<file path="src/rtl/rtc_bus_writer.sv">
// Write-side master for the RTC multiplexed address/data bus: one request becomes
// an address phase, a CS# gap and a data phase, with every pad output registered.
module rtc_bus_writer #(
  parameter int N       = 8,
  parameter int T_SETUP = 2,
  parameter int T_PULSE = 4,
  parameter int T_HOLD  = 2,
  parameter int T_GAP   = 3,
  parameter int CW      = 4
) (
  input  logic         clk,
  input  logic         reset,
  input  logic         start,
  input  logic [N-1:0] addr,
  input  logic [N-1:0] data,
  output logic         busy,
  output logic         done,
  output logic [N-1:0] ad_out,
  output logic         ad_oe,
  output logic         cs_n,
  output logic         ad_n,
  output logic         wr_n,
  output logic         rd_n
);

  typedef enum logic [3:0] {
    IDLE       = 4'd0,
    ADDR_SETUP = 4'd1,
    ADDR_WR    = 4'd2,
    ADDR_HOLD  = 4'd3,
    GAP        = 4'd4,
    DATA_SETUP = 4'd5,
    DATA_WR    = 4'd6,
    DATA_HOLD  = 4'd7,
    DONE       = 4'd8
  } state_t;

  localparam logic [CW-1:0] LD_SETUP = CW'(T_SETUP - 1);
  localparam logic [CW-1:0] LD_PULSE = CW'(T_PULSE - 1);
  localparam logic [CW-1:0] LD_HOLD  = CW'(T_HOLD - 1);
  localparam logic [CW-1:0] LD_GAP   = CW'(T_GAP - 1);
  localparam logic [CW-1:0] CNT_ZERO = {CW{1'b0}};
  localparam logic [CW-1:0] CNT_ONE  = CW'(1);

  state_t        state_q, state_d;
  logic [CW-1:0] cnt_q, cnt_d;
  logic [N-1:0]  addr_lat_q, addr_lat_d;
  logic [N-1:0]  data_lat_q, data_lat_d;
  logic          busy_q, busy_d;
  logic          done_q, done_d;
  logic [N-1:0]  ad_out_q, ad_out_d;
  logic          ad_oe_q, ad_oe_d;
  logic          cs_n_q, cs_n_d;
  logic          ad_n_q, ad_n_d;
  logic          wr_n_q, wr_n_d;
  logic          rd_n_q, rd_n_d;
  logic          cnt_last_s;

  assign cnt_last_s = (cnt_q == CNT_ZERO);

  // Next state, timing counter and request latches.
  always_comb begin
    state_d    = state_q;
    cnt_d      = cnt_q;
    addr_lat_d = addr_lat_q;
    data_lat_d = data_lat_q;
    case (state_q)
      IDLE: begin
        if (start) begin
          state_d    = ADDR_SETUP;
          cnt_d      = LD_SETUP;
          addr_lat_d = addr;
          data_lat_d = data;
        end else begin
          cnt_d = CNT_ZERO;
        end
      end
      ADDR_SETUP: begin
        if (cnt_last_s) begin
          state_d = ADDR_WR;
          cnt_d   = LD_PULSE;
        end else begin
          cnt_d = cnt_q - CNT_ONE;
        end
      end
      ADDR_WR: begin
        if (cnt_last_s) begin
          state_d = ADDR_HOLD;
          cnt_d   = LD_HOLD;
        end else begin
          cnt_d = cnt_q - CNT_ONE;
        end
      end
      ADDR_HOLD: begin
        if (cnt_last_s) begin
          state_d = GAP;
          cnt_d   = LD_GAP;
        end else begin
          cnt_d = cnt_q - CNT_ONE;
        end
      end
      GAP: begin
        if (cnt_last_s) begin
          state_d = DATA_SETUP;
          cnt_d   = LD_SETUP;
        end else begin
          cnt_d = cnt_q - CNT_ONE;
        end
      end
      DATA_SETUP: begin
        if (cnt_last_s) begin
          state_d = DATA_WR;
          cnt_d   = LD_PULSE;
        end else begin
          cnt_d = cnt_q - CNT_ONE;
        end
      end
      DATA_WR: begin
        if (cnt_last_s) begin
          state_d = DATA_HOLD;
          cnt_d   = LD_HOLD;
        end else begin
          cnt_d = cnt_q - CNT_ONE;
        end
      end
      DATA_HOLD: begin
        if (cnt_last_s) begin
          state_d = DONE;
          cnt_d   = CNT_ZERO;
        end else begin
          cnt_d = cnt_q - CNT_ONE;
        end
      end
      DONE: begin
        state_d = IDLE;
        cnt_d   = CNT_ZERO;
      end
      default: begin
        state_d = IDLE;
        cnt_d   = CNT_ZERO;
      end
    endcase
  end

  // Pad values are decoded from the state being entered so they flop in step with it.
  always_comb begin
    busy_d   = 1'b1;
    done_d   = 1'b0;
    ad_out_d = ad_out_q;
    ad_oe_d  = ad_oe_q;
    cs_n_d   = cs_n_q;
    ad_n_d   = ad_n_q;
    wr_n_d   = 1'b1;
    rd_n_d   = 1'b1;
    case (state_d)
      IDLE: begin
        busy_d   = 1'b0;
        ad_out_d = {N{1'b0}};
        ad_oe_d  = 1'b0;
        cs_n_d   = 1'b1;
        ad_n_d   = 1'b1;
      end
      ADDR_SETUP, ADDR_WR, ADDR_HOLD: begin
        ad_out_d = addr_lat_d;
        ad_oe_d  = 1'b1;
        cs_n_d   = 1'b0;
        ad_n_d   = 1'b0;
        wr_n_d   = (state_d != ADDR_WR);
      end
      GAP: begin
        ad_oe_d = 1'b0;
        cs_n_d  = 1'b1;
      end
      DATA_SETUP, DATA_WR, DATA_HOLD: begin
        ad_out_d = data_lat_d;
        ad_oe_d  = 1'b1;
        cs_n_d   = 1'b0;
        ad_n_d   = 1'b1;
        wr_n_d   = (state_d != DATA_WR);
      end
      DONE: begin
        done_d  = 1'b1;
        ad_oe_d = 1'b0;
        cs_n_d  = 1'b1;
        ad_n_d  = 1'b1;
      end
      default: begin
        busy_d   = 1'b0;
        ad_out_d = {N{1'b0}};
        ad_oe_d  = 1'b0;
        cs_n_d   = 1'b1;
        ad_n_d   = 1'b1;
      end
    endcase
  end

  // State and output registers.
  always_ff @(posedge clk or posedge reset) begin
    if (reset) begin
      state_q    <= IDLE;
      cnt_q      <= CNT_ZERO;
      addr_lat_q <= {N{1'b0}};
      data_lat_q <= {N{1'b0}};
      busy_q     <= 1'b0;
      done_q     <= 1'b0;
      ad_out_q   <= {N{1'b0}};
      ad_oe_q    <= 1'b0;
      cs_n_q     <= 1'b1;
      ad_n_q     <= 1'b1;
      wr_n_q     <= 1'b1;
      rd_n_q     <= 1'b1;
    end else begin
      state_q    <= state_d;
      cnt_q      <= cnt_d;
      addr_lat_q <= addr_lat_d;
      data_lat_q <= data_lat_d;
      busy_q     <= busy_d;
      done_q     <= done_d;
      ad_out_q   <= ad_out_d;
      ad_oe_q    <= ad_oe_d;
      cs_n_q     <= cs_n_d;
      ad_n_q     <= ad_n_d;
      wr_n_q     <= wr_n_d;
      rd_n_q     <= rd_n_d;
    end
  end

  assign busy   = busy_q;
  assign done   = done_q;
  assign ad_out = ad_out_q;
  assign ad_oe  = ad_oe_q;
  assign cs_n   = cs_n_q;
  assign ad_n   = ad_n_q;
  assign wr_n   = wr_n_q;
  assign rd_n   = rd_n_q;

endmodule
</file>
<file path="config.mk">
export PLATFORM = sky130hd
export DESIGN_NAME = rtc_bus_writer
export DESIGN_NICKNAME = d
export VERILOG_FILES = /design/src/rtl/rtc_bus_writer.sv
export SDC_FILE = /design/constraint.sdc
export NUM_CORES = 1
export LEC_CHECK = 0
export BUFFER_PORTS_ARGS = -buffer_cell sky130_fd_sc_hd__buf_4
export CAP_MARGIN = 20
export CORE_MARGIN = 2
export CORE_UTILIZATION = 30
export CTS_BUF_LIST = sky130_fd_sc_hd__clkbuf_4
export CTS_CLUSTER_DIAMETER = 30
export DETAILED_ROUTE_END_ITERATION = 10
export GPL_TIMING_DRIVEN = 0
export PLACE_DENSITY_LB_ADDON = 0.2
export SYNTH_ARGS = -nofsm -noshare
export SYNTH_HDL_FRONTEND = slang
export SYNTH_SLANG_ARGS = --single-unit
</file>
<file path="constraint.sdc">
create_clock -name clk -period 3.7 [get_ports clk]
set_input_delay 0.74 -clock clk [delete_from_list [all_inputs] [get_ports clk]]
set_output_delay 0.74 -clock clk [all_outputs]
set_load 0.005 [all_outputs]
</file>
Yosys cells after proc, flatten, opt, wreduce, memory -nomap -nowiden
Cells that the tools add are included.

Input port bits: 19. Output and inout bits: 15. Word-level logic and storage cells: 64. Register bits after elaboration: 38.

Reductions and logical operators: 9. Eq/ne operators: 17. $add $sub $neg: 1. Multiplexer cells: 26.

Operators by type and width (number): $mux W4 (12); $eq A4 B3 Y1 const B (8); $mux W8 (4); $pmux W4 S8 (1); $pmux W8 S3 (1); $pmux W4 S5 (1); $eq A4 B2 Y1 const B (4); $reduce_or A3 Y1 (3); $eq A4 B1 Y1 const B (2); $logic_not A4 Y1 (2); $reduce_or A8 Y1 (1); $reduce_or A6 Y1 (1); $mux W1 (5); $eq A4 B4 Y1 const B (1); $ne A4 B2 Y1 const B (1); $ne A4 B3 Y1 const B (1); $pmux W1 S2 (2); $reduce_or A2 Y1 (2); $sub A4 B1 Y4 const B (1).

Depth between registers and ports, before layout
Depth after elaboration: 6. Gate-level depth with buffers: 7.

Worst setup path before layout
OpenSTA, ideal clock, no wires.

Kind: reg-to-reg. Start: register cnt_q[0]. End: register ad_out_q[2] (netlist: ad_out[2]). Cell stages (with the launch flop): 8. Clock period less this slack: 1.601 ns. Setup slack: 2.099 ns. Required time: 3.614 ns. Arrival: 1.516 ns. Path buffers: 1. Path through: dfrtp_1 -> inv_1 -> ha_1 -> and4bb_1 -> buf_6 -> a21oi_4 -> o211ai_4 -> o221ai_2.

Word-level cells in the longest chain between the ends: 6. Elaborated cells on any way between the ends: 21. Those cells by class: eq/ne (8); mux (9); reduce/logical (4).

Ends and longest elaborated chain: from (decl) (line 46) `logic [CW-1:0] cnt_q, cnt_d;`; from (signal assigned) (line 214) `cnt_q <= cnt_d;`; $logic_not A4 Y1 * (line 59) `assign cnt_last_s = (cnt_q == CNT_ZERO);`; $mux W4 (tied with other cells) (line 127) `if (cnt_last_s) begin`; $pmux W4 S8 * (line 67) `case (state_q)`; $eq A4 B3 Y1 (tied with other cells) (line 155) `case (state_d)`; $reduce_or A3 Y1 or $reduce_or A2 Y1 (tied branches); $pmux W8 S3 (line 155); to (signal assigned) (line 206) `ad_out_q <= {N{1'b0}};`; to (signal assigned) (line 219) `ad_out_q <= ad_out_d;`; to (decl) (line 51) `logic [N-1:0] ad_out_q, ad_out_d;`.

Every way passes the cells marked *; elsewhere a longest branch is shown, timed or not. A chain may end at the register's enable or synchronous reset.

Worst setup path after layout
Same ends and word-level chain as after synthesis.

==> reports/metrics.cfg <==
[critical_path]
start_kind=register
cp.arrival_ps=2110
critPathCaptureType=register
critical_path_class=reg -> reg
crit_fanout=10
cp_data_required_time_ps=3970

[cts]
cts_setup_buffers=0
cts_made_buffers=5
h-tree-depth=2
path_clk_slew_ps=100
worstSkewPairLatency_ps=350
cts_buffer_depth=2
cts_tree=done
numClockSinks=38
cts-root-buf=clkbuf_4
hold_buffers=0
ctsResizeCount=0

[grt]
antenna_found_initial=0
grt_pass1_vias=1238
grt_overflow_total=0
grt.total_usage_pct=12.9
grt_first_pass_wirelength_mm=6.02
grt_max_degree=21

[layout]
final_util_pct=38.9
fillers=558
multiInputGateArea_sq_um=612
syn2layout_area_growth_pct=25.3
drive_gt1_share_pct=33.3
register_area_sq_um=955
final_area_sq_um=2130
antenna_cells=0
final_nets=203
stdcell_count=255

[pwr]
p_leak_nw=1.04
netSwitchingFraction_pct=35.6
p_clk_share_pct=15.6
pwr-share-comb_pct=43.3
netSwitchingPower_mw=0.612
intPower_mw=1.11
vdd_drop_max_mv=0.247
pwr_density_cell_nw_per_um2=809
seqPwrFrac_pct=41.1

[synth]
synthesis.nets=163
dominantRegCellSynth=dfrtp_1
synthCells=143
synth_cell_type_count=34
yosysWarnings=0
synth_area_sq_um=1700
synth_edf_count=0
yosysMostFrequentCell=dfrtp_1
ys_ff_latch=38
async_flop_share_pct=100
ys_seq_area_share_pct=56.2
syn_area_per_cell_sq_um=11.9
synth_top_cell_area_share_pct=51.6
synthTopCellsByCount=35 x dfrtp_1, 21 x inv_1, 8 x mux2_2, 8 x mux2i_1, 8 x nand4_1
synth.top_cells.by_area=dfrtp_1 52%, mux2_2 5.3%, mux2i_1 4.7%
yosys.area.top_type=dfrtp_1

[timing]
period_share_pct=49.6
clock-skew-final_ps=6.93
maxSlewHeadroom_pct=44.8
max_freq_mhz=545
period_minus_slack_ps=1840
holdWs_ps=493
slew_viol_final=0
rsz0062_at_grt=false
worstMarginPinSlew_ps=828
hold_viol=0
finalSetupTns_ps=0
setup_viol=0

[placed_design]
dp_hpwl_mm=2.50
gp_congestion=0.826
port_buffers=32
dp_cells=248
place_area_sq_um=2060

[job]
cap_viol_max_count=0

[die]
start_util_pct=31.0
die-area_sq_um=6280
die_w_um=79.2
die_h_um=79.2
boundaryPins=34
core_sq_um=5470
core.rowCount=27

[drt]
dr.pass1.iters=4
ant_nets=0
post_drt_wl_per_cell_um=13.7
vias_per_cell=4.70
detail_route.wirelength_mm=3.50
drtIter0Drc=62
drc_errors=0
vias=1199

[status]
outcome=finished, final reports clean

[hold_path]
hold_path_class=reg -> reg

## critical path: stages (launching register included)
cell and delay (ps):
dfrtp_1 360, inv_1 60, ha_1 240, and4bb_1 220, buf_6 130, a21oi_4 330
o211ai_4 210, o221ai_2 210
## per-stage QoR
| stage | power [mW] | worst slack, ps |
|---|---|---|
| 5_1_grt | 1.87 | 1710 |
| 4_1_cts | 1.74 | 1830 |
| 6_report | 1.72 | 1860 |
| 2_1_floorplan | 1.22 | 2100 |
| 3_3_place_gp | 1.43 | 1610 |
| 3_5_place_dp | 1.47 | 1860 |
## metal layers
layer / wire (um) / GRT usage [%]
met1: 1500 / 15.8
met2: 1740 / 20.6
met3: 157 / 2.73
met4: 98 / 8.28
met5: 0 / 0
## flip-flops by register name, indices dropped and copies added, names as in the netlist
name	count
ad_n	1
cnt_q	4
busy	1
data_lat_q	8
cs_n	1
state_q	4
ad_out	8
wr_n	1
addr_lat_q	8
done	1
ad_oe	1
## layout by cell type, fill, tap and decap left out, drive strengths merged, types with 2 or more instances in the layout
cell type  instances
o21ai              3
o221ai             8
nor3               6
a211oi             2
a21o               2
a21oi              4
nor2               8
buf               37
dfrtp             35
mux2i              8
nand2              3
mux2               8
nand3              2
clkbuf             9
dfstp              3
xnor2              4
inv               21
nand4              8
## layout make-up
type | instances | share of cell area [%]
Inverter | 21 | 3.71
Multi-Input combinational cell | 76 | 28.8
Timing Repair Buffer | 33 | 12.6
Tap cell | 72 | 4.24
Clock buffer | 5 | 1.76
Clock inverter | 2 | 1.59
Sequential cell | 38 | 44.9
Buffer | 8 | 2.47
## logic make-up after synthesis
kind of cell,count (synthesis),synth area share [%]
flip-flops,38,56.2
AND/OR/NAND/NOR,31,11.0
buffers and inverters,29,7.74
AO/OA/AOI/OAI,23,12.0
multiplexers,16,10.0
XOR/XNOR,4,2.06
adder cells (fa/ha/maj),1,0.737
other,1,0.221
## final timing paths
kind                            slack, ps       endpoint  depth (start not counted)     startpoint
min in group asynchronous             540      ad_out[6]                          2          reset
worst min register to register        490  addr_lat_q[7]                          2  addr_lat_q[7]
worst max-delay path                 1860      ad_out[2]                          7       cnt_q[0]
worst min-delay path                  490  addr_lat_q[7]                          2  addr_lat_q[7]
max in group asynchronous            2580       cnt_q[2]                          3          reset
worst max register to register       1860      ad_out[2]                          7       cnt_q[0]
## power by group through the flow
stage,sequential (mW),combinational [mW],clock [mW]
3_3_place_gp,0.705,0.725,0
5_1_grt,0.729,0.839,0.304
4_1_cts,0.707,0.759,0.277
2_1_floorplan,0.699,0.521,0
6_report,0.707,0.744,0.269
3_5_place_dp,0.715,0.752,0
No activity file was read; power rests on OpenSTA's default activity.
